<file path="config.mk">
export PLATFORM = sky130hd
export DESIGN_NAME = fetch_sequencer
export DESIGN_NICKNAME = d
export VERILOG_FILES = /design/src/rtl/fetch_sequencer.sv
export SDC_FILE = /design/constraint.sdc
export NUM_CORES = 1
export LEC_CHECK = 0
export ABC_AREA = 1
export CORE_ASPECT_RATIO = 1.5
export CORE_UTILIZATION = 30
export CTS_CLUSTER_SIZE = 20
export DETAILED_ROUTE_END_ITERATION = 8
export SLEW_MARGIN = 30
export SYNTH_ARGS = -nofsm -noshare
export SYNTH_HDL_FRONTEND = slang
export SYNTH_SLANG_ARGS = --single-unit
export TNS_END_PERCENT = 20
</file>
<file path="constraint.sdc">
create_clock -name clk -period 4.8 [get_ports clk]
set_input_delay 0.48 -clock clk [delete_from_list [all_inputs] [get_ports clk]]
set_output_delay 0.48 -clock clk [all_outputs]
set_load 0.02 [all_outputs]
</file>
<file path="src/rtl/fetch_sequencer.sv">
// Instruction fetch sequencer: owns the PC, issues imem reads, waits MEM_LATENCY cycles and
// holds each instruction for decode. Defining FETCH_STEP_EN adds the single-step input.
module fetch_sequencer #(
    parameter int                    ADDR_WIDTH   = 32,
    parameter int                    INSTR_WIDTH  = 32,
    parameter int                    MEM_LATENCY  = 1,
    parameter logic [ADDR_WIDTH-1:0] RESET_VECTOR = '0
) (
    input  logic                   clk,
    input  logic                   reset,
    input  logic                   run,
    input  logic                   redirect_valid,
    input  logic [ADDR_WIDTH-1:0]  redirect_addr,
    output logic                   imem_rd,
    output logic [ADDR_WIDTH-1:0]  imem_addr,
    input  logic [INSTR_WIDTH-1:0] imem_rdata,
    output logic                   instr_valid,
    input  logic                   instr_ready,
    output logic [INSTR_WIDTH-1:0] instr,
    output logic [ADDR_WIDTH-1:0]  instr_pc,
    output logic [ADDR_WIDTH-1:0]  pc
`ifdef FETCH_STEP_EN
    ,
    input  logic                   step
`endif
);

    typedef enum logic [1:0] {
        ST_IDLE,
        ST_ISSUE,
        ST_WAIT,
        ST_HOLD
    } state_t;

    localparam logic [3:0] LAT_LOAD = 4'(MEM_LATENCY - 1);

    state_t                 state, state_d;
    logic [ADDR_WIDTH-1:0]  pc_q, pc_d;
    logic [ADDR_WIDTH-1:0]  addr_q;
    logic [INSTR_WIDTH-1:0] instr_q;
    logic [ADDR_WIDTH-1:0]  instr_pc_q;
    logic [3:0]             count_q, count_d;
    logic                   capture;
    logic                   start;

`ifdef FETCH_STEP_EN
    // Two synchroniser flops plus one history flop for rising-edge detection.
    logic [2:0] step_sync;

    always_ff @(posedge clk or negedge reset) begin
        if (!reset) begin
            step_sync <= '0;
        end else begin
            step_sync <= {step_sync[1:0], step};
        end
    end

    assign start = run | (step_sync[1] & ~step_sync[2]);
`else
    assign start = run;
`endif

    always_comb begin
        state_d = state;
        pc_d    = pc_q;
        count_d = count_q;
        capture = 1'b0;
        case (state)
            ST_IDLE: begin
                if (start) begin
                    state_d = ST_ISSUE;
                end
            end
            ST_ISSUE: begin
                count_d = LAT_LOAD;
                state_d = ST_WAIT;
            end
            ST_WAIT: begin
                if (count_q == 4'd0) begin
                    capture = 1'b1;
                    pc_d    = pc_q + ADDR_WIDTH'(4);
                    state_d = ST_HOLD;
                end else begin
                    count_d = count_q - 4'd1;
                end
            end
            ST_HOLD: begin
                if (instr_ready) begin
                    state_d = run ? ST_ISSUE : ST_IDLE;
                end
            end
            default: begin
                state_d = ST_IDLE;
            end
        endcase

        // Redirect overrides everything: any outstanding read is abandoned and its data never captured.
        if (redirect_valid) begin
            capture = 1'b0;
            pc_d    = redirect_addr & ~ADDR_WIDTH'(3);
            state_d = run ? ST_ISSUE : ST_IDLE;
        end
    end

    always_ff @(posedge clk or negedge reset) begin
        if (!reset) begin
            state      <= ST_IDLE;
            pc_q       <= RESET_VECTOR;
            addr_q     <= '0;
            instr_q    <= '0;
            instr_pc_q <= '0;
            count_q    <= '0;
        end else begin
            state   <= state_d;
            pc_q    <= pc_d;
            count_q <= count_d;
            if (state_d == ST_ISSUE) begin
                addr_q <= pc_d;
            end
            if (capture) begin
                instr_q    <= imem_rdata;
                instr_pc_q <= addr_q;
            end
        end
    end

    assign imem_rd     = (state == ST_ISSUE);
    assign imem_addr   = addr_q;
    assign instr_valid = (state == ST_HOLD);
    assign instr       = instr_q;
    assign instr_pc    = instr_pc_q;
    assign pc          = pc_q;

endmodule

</file>
==> metrics.md, run 1 <==
| Metric | Value |
|---|---|
| Status | finished, final reports clean |
| Worst hold path class | input pin to asynchronous set/reset pin |
| Synth Cell Area | 6300 um2 |
| Max_cap viols | 0 |
| Top cell type's share of synthesized area | 0.533 |
| Met3 global-route usage | 0.0612 |
| Area leader, netlist | dfrtp_1 |
| GRT met1 Usage | 0.189 |
| Post-synthesis sequential area ratio | 0.533 |
| DR iter-0 viols | approximately 180 |
| Async set-reset flop share out of synthesis | 1.00 |
| Via Count | around 5.3k |
| Die width | 120 um |
| CP Data Arrival Time | 3.20 ns |
| Pre-antenna DRT Iters | 6 |
| Syn Area/Cell | around 9.1 um2 |
| Drt drc | 0 |
| GRT Max-Usage Layer | met2 |
| Synthesized Nets | between 700 and 800 |
| First-pass GRT wire length | 28900 um |
| Layout cells sized above 1 | 0.130 |
| Layout area overhead | 43.7% |
| #FFs+latches synth | about 130 |
| Critical path type | register to register |
| Post-synth top flop | dfrtp_1 |
| DR WL/cell | ~16 um |
| DIE AREA | around 22000 um2 |
| H-tree Lvls | 4 |
| Worst setup EP type | register |
| CTS Hold Buffers Added | 0 |
| Tot GR Track Use | 0.176 |
| Core Footprint | roughly 20000 um2 |
| ANT cells | 0 |
| Final WL | around 18000 um |
| Clock tree buffer depth | 2 |
| Most common cell in the netlist | nand2_1 |
| Row cnt | 64 |
| Maximum clock frequency | 351 MHz |
| Hold_ws | about 0.15 ns |
| PwrDens | about 510 nW/um2 |
| Root buf cell | clkbuf_16 |
| Static Leakage | approximately 4.1 nW |
| # port buffers | approximately 200 |
| HPWL after DPL | about 13000 um |
| Net Sw Frac | 0.337 |
| GR Layer Usage met2 | 0.317 |
| Post_cts resized | 0 |
| Fill count | ~2.1k |
| NumNets Final | around 960 |
| YS warnings | 0 |
| Clk slew on worst S/H paths | approximately 0.050 ns |
| Yosys cell types | 38 |
| NetSw | approximately 1.6 mW |
| Vias in the first global route | around 5.4k |
| Max Transition Viols Final | 0 |
| Worst skew pair latency | between 0.4 and 0.5 ns |
| Post-synth EDFFs | 0 |
| Clk sinks | between 100 and 150 |
| Gpl congestion | roughly 0.88 |
| Slew @ Worst Pin | 0.854 ns |
| Die Y | 179 um |
| Slew HR | 0.431 |
| Via/cell ratio | between 4 and 5 |
| Sequential share of power | 0.363 |
| Max VDD drop | about 300 uV |
| Post-route antenna net violation count | 0 |
| RSZ-0062 raised after global routing | false |
| Initial Utilization | 0.307 |
| Final Hold Viols | 0 |
| Clock power frac | 0.269 |
| Pin count of the biggest net entering global routing | 93 |
| Final setup viols | 0 |
| Power Internal | around 3.1 mW |
| Worst Setup Start Kind | register |
| Dpl ws | 1.73 ns |
| I/O pins | 199 |
| Crit Path Max Fanout | 45 |
| Clk_skew | 0.00890 ns |
| Setup TNS | 0 ns |
| Period minus WS final | around 2.8 ns |
| Number of antenna violations at the first check in global routing | 0 |
| Total global routing overflow | 0 |
| Synth Instances | 691 |
| Comb pwr share | 0.369 |
| Crit path required time | 5.16 ns |
| Synth top cells by count | 198 x nand2_1, 134 x dfrtp_1, 66 x inv_1 |
| Setup repair bufs after CTS | 0 |
| TritonCTS clock tree | built |
| Top cells by area, synth | dfrtp_1 53%, nand2_1 12%, mux2_2 9.1% |
| CTS buffer count | 17 |
| Crit share post-route | 0.593 |
| Fin worst setup slack | a little under 2 ns |
[cells by family after synthesis]
group           count (synthesis)  synth area share
compound gates                 58            0.0550
buf+inv                        91            0.0642
fa+ha+maj                       2           0.00397
simple gates                  349             0.245
mux                            51            0.0912
xor+xnor                        6           0.00835
flops                         134             0.533
[metrics by stage]
step / area, um2 / util / std cells / power (mW)
global placement: 8480 / 0.414 / 1133 / 3.42
CTS: 9050 / 0.441 / 1165 / 4.72
floorplan: 6300 / - / 691 / 2.52
finish: 9050 / 0.441 / 1165 / 4.65
global route: 9050 / 0.441 / 1165 / 4.88
detailed placement: 8480 / 0.414 / 1133 / 3.43
[area by class of cell]
type / instances / area [um2] / share of cell area
clock buffer: 24 / 492 / 0.0544
clock inverter: 8 / 72.6 / 0.00802
inverter: 69 / 262 / 0.0289
multi-input combinational: 466 / 2540 / 0.281
sequential: 134 / 3350 / 0.371
tap: 264 / 330 / 0.0365
timing repair buffer: 200 / 1990 / 0.220
[critical path, stage by stage, from the launching register on]
cell	delay, ns
dfrtp_1	0.39
inv_1	0.08
ha_1	0.31
nand2_1	0.18
nor2_2	0.27
nand2_4	0.31
nand3_2	0.17
nand2_2	0.29
inv_4	0.51
nand3_1	0.16
nand2_1	0.09
[per-layer routing]
| metal | wire length [um] | part of all wire | vias to the layer above |
|---|---|---|---|
| met4 | 284 | 0.016 | 0 |
| met1 | 6820 | 0.38 | 2547 |
| met3 | 1270 | 0.070 | 17 |
| met5 | 0 | 0 | - |
| li1 | - | - | 2613 |
| met2 | 9750 | 0.54 | 141 |
[final timing paths]
kind                                         start                   endpoint  slack, ns  depth (start not counted)
min reg2reg                instr_pc[3]$_DFFE_PN0P_    instr_pc[3]$_DFFE_PN0P_       0.48                          2
min in group clk           instr_pc[3]$_DFFE_PN0P_    instr_pc[3]$_DFFE_PN0P_       0.48                          2
max in group asynchronous                    reset       instr[2]$_DFFE_PN0P_       3.54                          2
max reg2reg                 count_q[0]$_DFFE_PN0P_  imem_addr[24]$_DFFE_PN0N_       1.95                         10
max                         count_q[0]$_DFFE_PN0P_  imem_addr[24]$_DFFE_PN0N_       1.95                         10
min                                          reset      instr[28]$_DFFE_PN0P_       0.15                          1
[power groups by stage]
stage	logic (mW)	clock network, mW	registers (mW)
2_1_floorplan	0.430	0	2.09
3_3_place_gp	1.72	0	1.69
3_5_place_dp	1.73	0	1.70
4_1_cts	1.74	1.29	1.69
5_1_grt	1.82	1.33	1.74
6_report	1.71	1.25	1.68
[flip-flops by register name, summed over array words and instances, names as in the netlist]
name and cells:
count_q 4, imem_addr 32, instr 32, instr_pc 32
pc 32, state 2
[layout by cell type, fill, tap and decap left out, types with 2 or more instances in the layout]
| master | netlist | routed |
|---|---|---|
| o21ai_1 | 13 | 13 |
| nor2_8 | 2 | 2 |
| inv_1 | 66 | 66 |
| o22ai_1 | 2 | 2 |
| or2_2 | 11 | 11 |
| nand4_1 | 8 | 8 |
| xor2_1 | 2 | 2 |
| clkbuf_16 | 0 | 17 |
| ha_1 | 2 | 2 |
| inv_2 | 2 | 2 |
| a21boi_1 | 5 | 5 |
| nand2_2 | 4 | 3 |
| and2_1 | 5 | 5 |
| a21boi_0 | 4 | 4 |
| o211ai_1 | 3 | 3 |
| clkdlybuf4s50_1 | 0 | 195 |
| nor2_1 | 53 | 53 |
| clkinvlp_4 | 0 | 3 |
| clkinv_2 | 0 | 4 |
| nand3_1 | 58 | 58 |
| o21ai_0 | 23 | 23 |
| dfrtp_1 | 134 | 134 |
| nor2_4 | 3 | 3 |
| clkbuf_1 | 5 | 3 |
| buf_4 | 3 | 4 |
| o21a_1 | 2 | 2 |
| nand2_1 | 198 | 198 |
| xnor2_1 | 4 | 4 |
| clkbuf_8 | 0 | 4 |
| o21ai_2 | 4 | 4 |
| nor2_2 | 3 | 3 |
| mux2_2 | 51 | 51 |
Note: power is estimated with default switching activity, not from simulation.
==> inputs of run 2 (changes only) <==
==> constraint.sdc (replaced) <==
create_clock -name clk -period 2.8 [get_ports clk]
set_input_delay 0.28 -clock clk [delete_from_list [all_inputs] [get_ports clk]]
set_output_delay 0.28 -clock clk [all_outputs]
set_load 0.02 [all_outputs]
==> run 2 against run 1 <==
Compared with the run above:
- cell count rose by 0.60%
- die area did not move
- cell area rose by 2.1%
- combinational power rose by 72%
- core utilization rose by 0.91 points
- maximum frequency rose by 32%
- sequential power rose by 73%
- sequential cell count did not move
- hold slack improved by 0.24 ns
- global-route usage barely moved
- largest cell class unchanged
- clock power rose by 110%
- non-clock buffer count rose by 7
==> metrics.md, run 2 (synthesized netlist as in run 1, its figures left out) <==
| Metric | Value |
|---|---|
| Status | finished, final reports clean |
| HPWL after DPL | 13700 um (+3.2%) |
| Hold_ws | 0.388 ns (+0.235 ns) |
| Slew HR | 0.582 (+0.152) |
| Tot GR Track Use | 0.176 (+0.000305) |
| Period minus WS final | 2.16 ns (-0.684 ns) |
| Met3 global-route usage | 0.0590 (-0.00222) |
| Gpl congestion | 0.871 (-0.85%) |
| Final WL | 18100 um (-0.14%) |
| Clk_skew | 0.00895 ns (+0.0000543 ns) |
| Clk slew on worst S/H paths | 0.06 ns (about the same) |
| DIE AREA | 21600 um2 (unchanged) |
| Pin count of the biggest net entering global routing | 65 (-30%) |
| PwrDens | 918 nW/um2 (+79%) |
| Final Hold Viols | 0 (unchanged) |
| Delay-heaviest family, CP | buffers and inverters |
| Initial Utilization | 0.307 (unchanged) |
| Post_cts resized | 0 (unchanged) |
| Total global routing overflow | 0 (unchanged) |
| Via Count | 5346 (+0.53%) |
| DR iter-0 viols | 127 (-31%) |
| Number of antenna violations at the first check in global routing | 0 (unchanged) |
| Max Transition Viols Final | 0 (unchanged) |
| Worst path cell trace | inv_1 > ha_1 > nand2_1 > nor2_2 > nand2_4 > buf_4 > mux2_2 |
| Via/cell ratio | 4.56 (about the same) |
| Worst setup EP type | register |
| Total power | 8.48 mW (+82%) |
| Layout area overhead | 46.6% |
| Layout cells sized above 1 | 0.137 (+0.00671) |
| I/O pins | 199 (unchanged) |
| Slowest-stage cell, CP | buf_4 |
| CP Data Arrival Time | 2.47 ns (-0.73 ns) |
| Clock tree buffer depth | 2 (unchanged) |
| Crit share post-route | 0.772 (+0.179) |
| Crit Path Max Fanout | 47 (+4.4%) |
| Critical path type | register to register |
| Die width | 120 um (unchanged) |
| Worst Setup Start Kind | register |
| Maximum clock frequency | 462 MHz (+32%) |
| GRT met1 Usage | 0.184 (-0.00500) |
| Drt drc | 0 (unchanged) |
| Static Leakage | 4.21 nW (+2.3%) |
| Die Y | 179 um (unchanged) |
| Setup repair bufs after CTS | 0 (unchanged) |
| Commonest non-fill, non-tap cell in the layout | nand2_1 |
| Slew @ Worst Pin | 0.626 ns (-0.228 ns) |
| Clk sinks | 134 (unchanged) |
| Setup TNS | 0 ns (unchanged) |
| ANT cells | 0 (unchanged) |
| Row cnt | 64 (unchanged) |
| GRT Max-Usage Layer | met2 |
| Buf+Inv Stages, Crit Path | 2 (unchanged) |
| RSZ-0062 raised after global routing | false |
| Max VDD drop | 451 uV (+49%) |
| Slowest stage delay, CP | 0.50 ns (about the same) |
| NumNets Final | 966 (+0.73%) |
| Pre-antenna DRT Iters | 4 (-2) |
| DR WL/cell | 15.4 um (-0.73%) |
| # port buffers | 196 (unchanged) |
| Worst hold path class | input pin to asynchronous set/reset pin |
| Max_cap viols | 0 (unchanged) |
| GR Layer Usage met2 | 0.312 (-0.00506) |
| Final setup viols | 0 (unchanged) |
| Crit path required time | 3.11 ns (-2.05 ns) |
| H-tree Lvls | 4 (unchanged) |
| Root buf cell | clkbuf_16 |
| Core Footprint | 20500 um2 (unchanged) |
| First-pass GRT wire length | 29100 um (+0.48%) |
| Most frequent cells in the layout | 198 x nand2_1, 195 x clkdlybuf4s50_1, 134 x dfrtp_1 |
| TritonCTS clock tree | built |
| Worst skew pair latency | 0.43 ns (about the same) |
| Post-route antenna net violation count | 0 (unchanged) |
| Vias in the first global route | 5544 (+2.4%) |
| CTS buffer count | 17 (unchanged) |
==> run 2: changes by cell type in the layout (fill, tap and decap cells not counted) <==
cell	delta
dlygate4sd3_1	+1
clkinvlp_4	-2
bufinv_16	+6
clkinv_4	+3
clkbuf_1	-1
clkbuf_8	-3
clkinv_2	-3
buf_4	+6
==> run 2: final cells by class <==
cell class	count	area, um2
timing repair buffer	207	2050
multi-input combinational	466	2540
sequential	134	3350
tap	264	330
inverter	69	262
clock inverter	12	249
fill	2061	11300
clock buffer	20	447
==> run 2: report_power, final <==
part / internal [mW] / total (mW) / switching (mW) / leakage (nW)
sequential: 2.52 / 2.90 / 0.379 / 1.64
clock: 1.79 / 2.64 / 0.858 / 0.334
combinational: 1.46 / 2.94 / 1.47 / 2.23
total: 5.77 / 8.48 / 2.71 / 4.21
==> run 2: worst register-to-register path, delay by kind of cell (launching register included) <==
family | cells | cell delay [ns]
DFF | 1 | 0.36
adders and majority gates | 1 | 0.29
and+or+nand+nor | 3 | 0.39
buffers and inverters | 2 | 0.56
muxes | 1 | 0.45
==> run 2: worst paths after layout <==
kind / from / endpoint / slack (ns) / cells after the start
worst max-delay path: count_q[0]$_DFFE_PN0P_ / instr_pc[21]$_DFFE_PN0P_ / 0.64 / 7
worst min-delay path: reset / instr[27]$_DFFE_PN0P_ / 0.39 / 2
worst max register to register: count_q[0]$_DFFE_PN0P_ / instr_pc[21]$_DFFE_PN0P_ / 0.64 / 7
worst min register to register: instr_pc[23]$_DFFE_PN0P_ / instr_pc[23]$_DFFE_PN0P_ / 0.49 / 2
max in group asynchronous: reset / imem_addr[15]$_DFFE_PN0N_ / 1.68 / 3
min in group clk: redirect_addr[12] / pc[12]$_DFF_PN0_ / 0.42 / 3
==> run 2: stage by stage <==
stage / cell area (um2) / setup WS (ns) / std cells / util
final: 9230 / 0.637 / 1172 / 0.450
after global routing: 9230 / 0.413 / 1172 / 0.450
after CTS: 9230 / 0.601 / 1172 / 0.450
after detailed placement: 8530 / 0.632 / 1139 / 0.416
after global placement: 8530 / 0.645 / 1139 / 0.416
after floorplan: 6300 / 1.07 / 691 / -
==> run 2: routing by layer <==
layer  up-vias  wire length, um
li1       2635                -
met1      2521             6800
met2       154             9490
met3        36             1220
met4         0              582
met5         -                0
==> run 2: timing repair <==
item / 4_1_cts / 5_1_grt
hold endpoints to repair: 60 / 0
setup endpoints to repair: 0 / 0
hold buffers: 1 / 0
==> inputs of run 3 (changes only) <==
==> constraint.sdc (replaced) <==
create_clock -name clk -period 2.1 [get_ports clk]
set_input_delay 0.21 -clock clk [delete_from_list [all_inputs] [get_ports clk]]
set_output_delay 0.21 -clock clk [all_outputs]
set_load 0.02 [all_outputs]
==> run 3 against run 2 <==
Compared with the run above:
- core utilization increased by 0.26 points
- clock power increased by 33%
- die area unchanged
- sequential power grew 33%
- cell area grew 0.58%
- highest routed layer unchanged
- critical path depth fell by 5
- power up 34%
- clock skew is 0.0038 ns lower
- largest power group unchanged
- sequential share of layout area shrank 0.21 points
- hold slack worse by 0.11 ns
- first-iteration DRC count rose by 64%
- via count up 0.37%
- critical endpoint is now imem_rd
==> metrics.md, run 3 (synthesized netlist as in run 1, its figures left out) <==
| Metric | Value |
|---|---|
| Status | finished, final reports clean |
| Row cnt | 64 (unchanged) |
| Total global routing overflow | 0 (unchanged) |
| Drt drc | 0 (unchanged) |
| Via Count | 5366 (+0.37%) |
| Most frequent cells in the layout | 198 x nand2_1, 195 x clkdlybuf4s50_1, 134 x dfrtp_1 |
| Gpl congestion | 0.907 (+4.1%) |
| Total power | 11.3 mW (+34%) |
| # port buffers | 196 (unchanged) |
| Slowest stage delay, CP | 0.66 ns (+0.16 ns) |
| Via/cell ratio | 4.56 (about the same) |
| Max Transition Viols Final | 0 (unchanged) |
| TritonCTS clock tree | built |
| Slew @ Worst Pin | 0.476 ns (-0.150 ns) |
| Max_cap viols | 0 (unchanged) |
| Crit share post-route | 0.954 |
| Final setup viols | 0 (unchanged) |
| Crit Path Max Fanout | 6 (-87%) |
| Final Hold Viols | 0 (unchanged) |
| DR WL/cell | 15.7 um (+1.9%) |
| First-pass GRT wire length | 29600 um (+1.8%) |
| Dpl ws | 0.139 ns (-0.493 ns) |
| Root buf cell | clkbuf_16 |
| Setup TNS | 0 ns (unchanged) |
| Vias in the first global route | 5476 (-1.2%) |
| CP Data Arrival Time | 1.79 ns (-0.68 ns) |
| Post-route antenna net violation count | 0 (unchanged) |
| Die Y | 179 um (unchanged) |
| Crit path required time | 1.89 ns (-1.22 ns) |
| Worst setup EP type | primary output |
| Clk_skew | 0.00516 ns (-0.00380 ns) |
| Worst skew pair latency | 0.42 ns (about the same) |
| DIE AREA | 21600 um2 (unchanged) |
| Worst path cell trace | nor2_1 > clkdlybuf4s50_1 |
| Slew HR | 0.683 (+0.100) |
| CTS buffer count | 17 (unchanged) |
| Tot GR Track Use | 0.180 (+0.00344) |
| Core Footprint | 20500 um2 (unchanged) |
| NumNets Final | 971 (+0.52%) |
| Final WL | 18500 um (+2.3%) |
| Static Leakage | 4.24 nW (+0.89%) |
| PwrDens | 1220 nW/um2 (+33%) |
| Hold_ws | 0.280 ns (-0.108 ns) |
| H-tree Lvls | 4 (unchanged) |
| Layout cells sized above 1 | 0.143 (+0.00692) |
| Layout area overhead | 47.5% |
| Commonest non-fill, non-tap cell in the layout | nand2_1 |
| ANT cells | 0 (unchanged) |
| Die width | 120 um (unchanged) |
| Clk slew on worst S/H paths | 0.06 ns (about the same) |
| Number of antenna violations at the first check in global routing | 0 (unchanged) |
| DR iter-0 viols | 208 (+64%) |
| Critical path type | register to primary output |
| RSZ-0062 raised after global routing | false |
| Slowest-stage cell, CP | clkdlybuf4s50_1 |
| HPWL after DPL | 14000 um (+2.5%) |
| Period minus WS final | about 2 ns |
| I/O pins | 199 (unchanged) |
| Initial Utilization | 0.307 (unchanged) |
| Pin count of the biggest net entering global routing | 56 (-14%) |
| Worst hold path class | input pin to asynchronous set/reset pin |
| Maximum clock frequency | roughly 500 MHz |
| Max VDD drop | 660 uV (+46%) |
| Worst Setup Start Kind | register |
| Clk sinks | 134 (unchanged) |
| Fin worst setup slack | 0.0970 ns (-0.540 ns) |
| Pre-antenna DRT Iters | 4 (unchanged) |
| Clock tree buffer depth | 2 (unchanged) |
## run 3: metal layers
metal | share of wire | up-vias | GRT usage
li1 | - | 2637 | -
met1 | 0.39 | 2550 | 0.198
met2 | 0.52 | 142 | 0.316
met3 | 0.058 | 37 | 0.0498
met4 | 0.035 | 0 | 0.0840
met5 | 0 | - | 0
## run 3: repair_timing
item | in CTS | in global routing
hold endpoints to repair | 43 | 0
resized for setup | 0 | 2
hold buffers | 1 | 0
setup buffers | 0 | 0
setup endpoints to repair | 0 | 33
## run 3: path summary, 6_finish.rpt
path | slack (ns) | cells past startpoint | start | to
max | 0.1 | 2 | state[1]$_DFF_PN0_ | imem_rd
min | 0.28 | 2 | reset | instr[28]$_DFFE_PN0P_
max reg2reg | 0.24 | 10 | count_q[0]$_DFFE_PN0P_ | imem_addr[13]$_DFFE_PN0N_
min reg2reg | 0.49 | 2 | instr_pc[6]$_DFFE_PN0P_ | instr_pc[6]$_DFFE_PN0P_
max in group asynchronous | 1.14 | 3 | reset | pc[12]$_DFF_PN0_
min in group clk | 0.36 | 3 | redirect_addr[10] | pc[10]$_DFF_PN0_
## run 3: stage by stage
step / instances / util / cell area (um2)
final: 1177 / 0.453 / 9290
after global placement: 1144 / 0.418 / 8580
after global routing: 1177 / 0.453 / 9290
after detailed placement: 1144 / 0.418 / 8580
after CTS: 1177 / 0.453 / 9280
after floorplan: 691 / - / 6300
## run 3: cell type report
type	count	area [um2]
repair buffers	212	2100
clock buffers	19	443
flip-flops and latches	134	3350
inverters	69	264
multi-input cells	466	2550
well taps	264	330
clock inverters	13	251
fillers	2018	11200
## run 3: power by group
part | leakage (nW) | internal [mW] | switching [mW]
sequential | 1.64 | 3.36 | 0.507
combinational | 2.26 | 1.96 | 1.98
clock | 0.341 | 2.38 | 1.14
## run 3: worst max-delay path, delay by kind of cell, from the launching register on
family | cells | cell delay, ns
buffers and inverters | 1 | 0.66
DFF | 1 | 0.46
and+or+nand+nor | 1 | 0.26
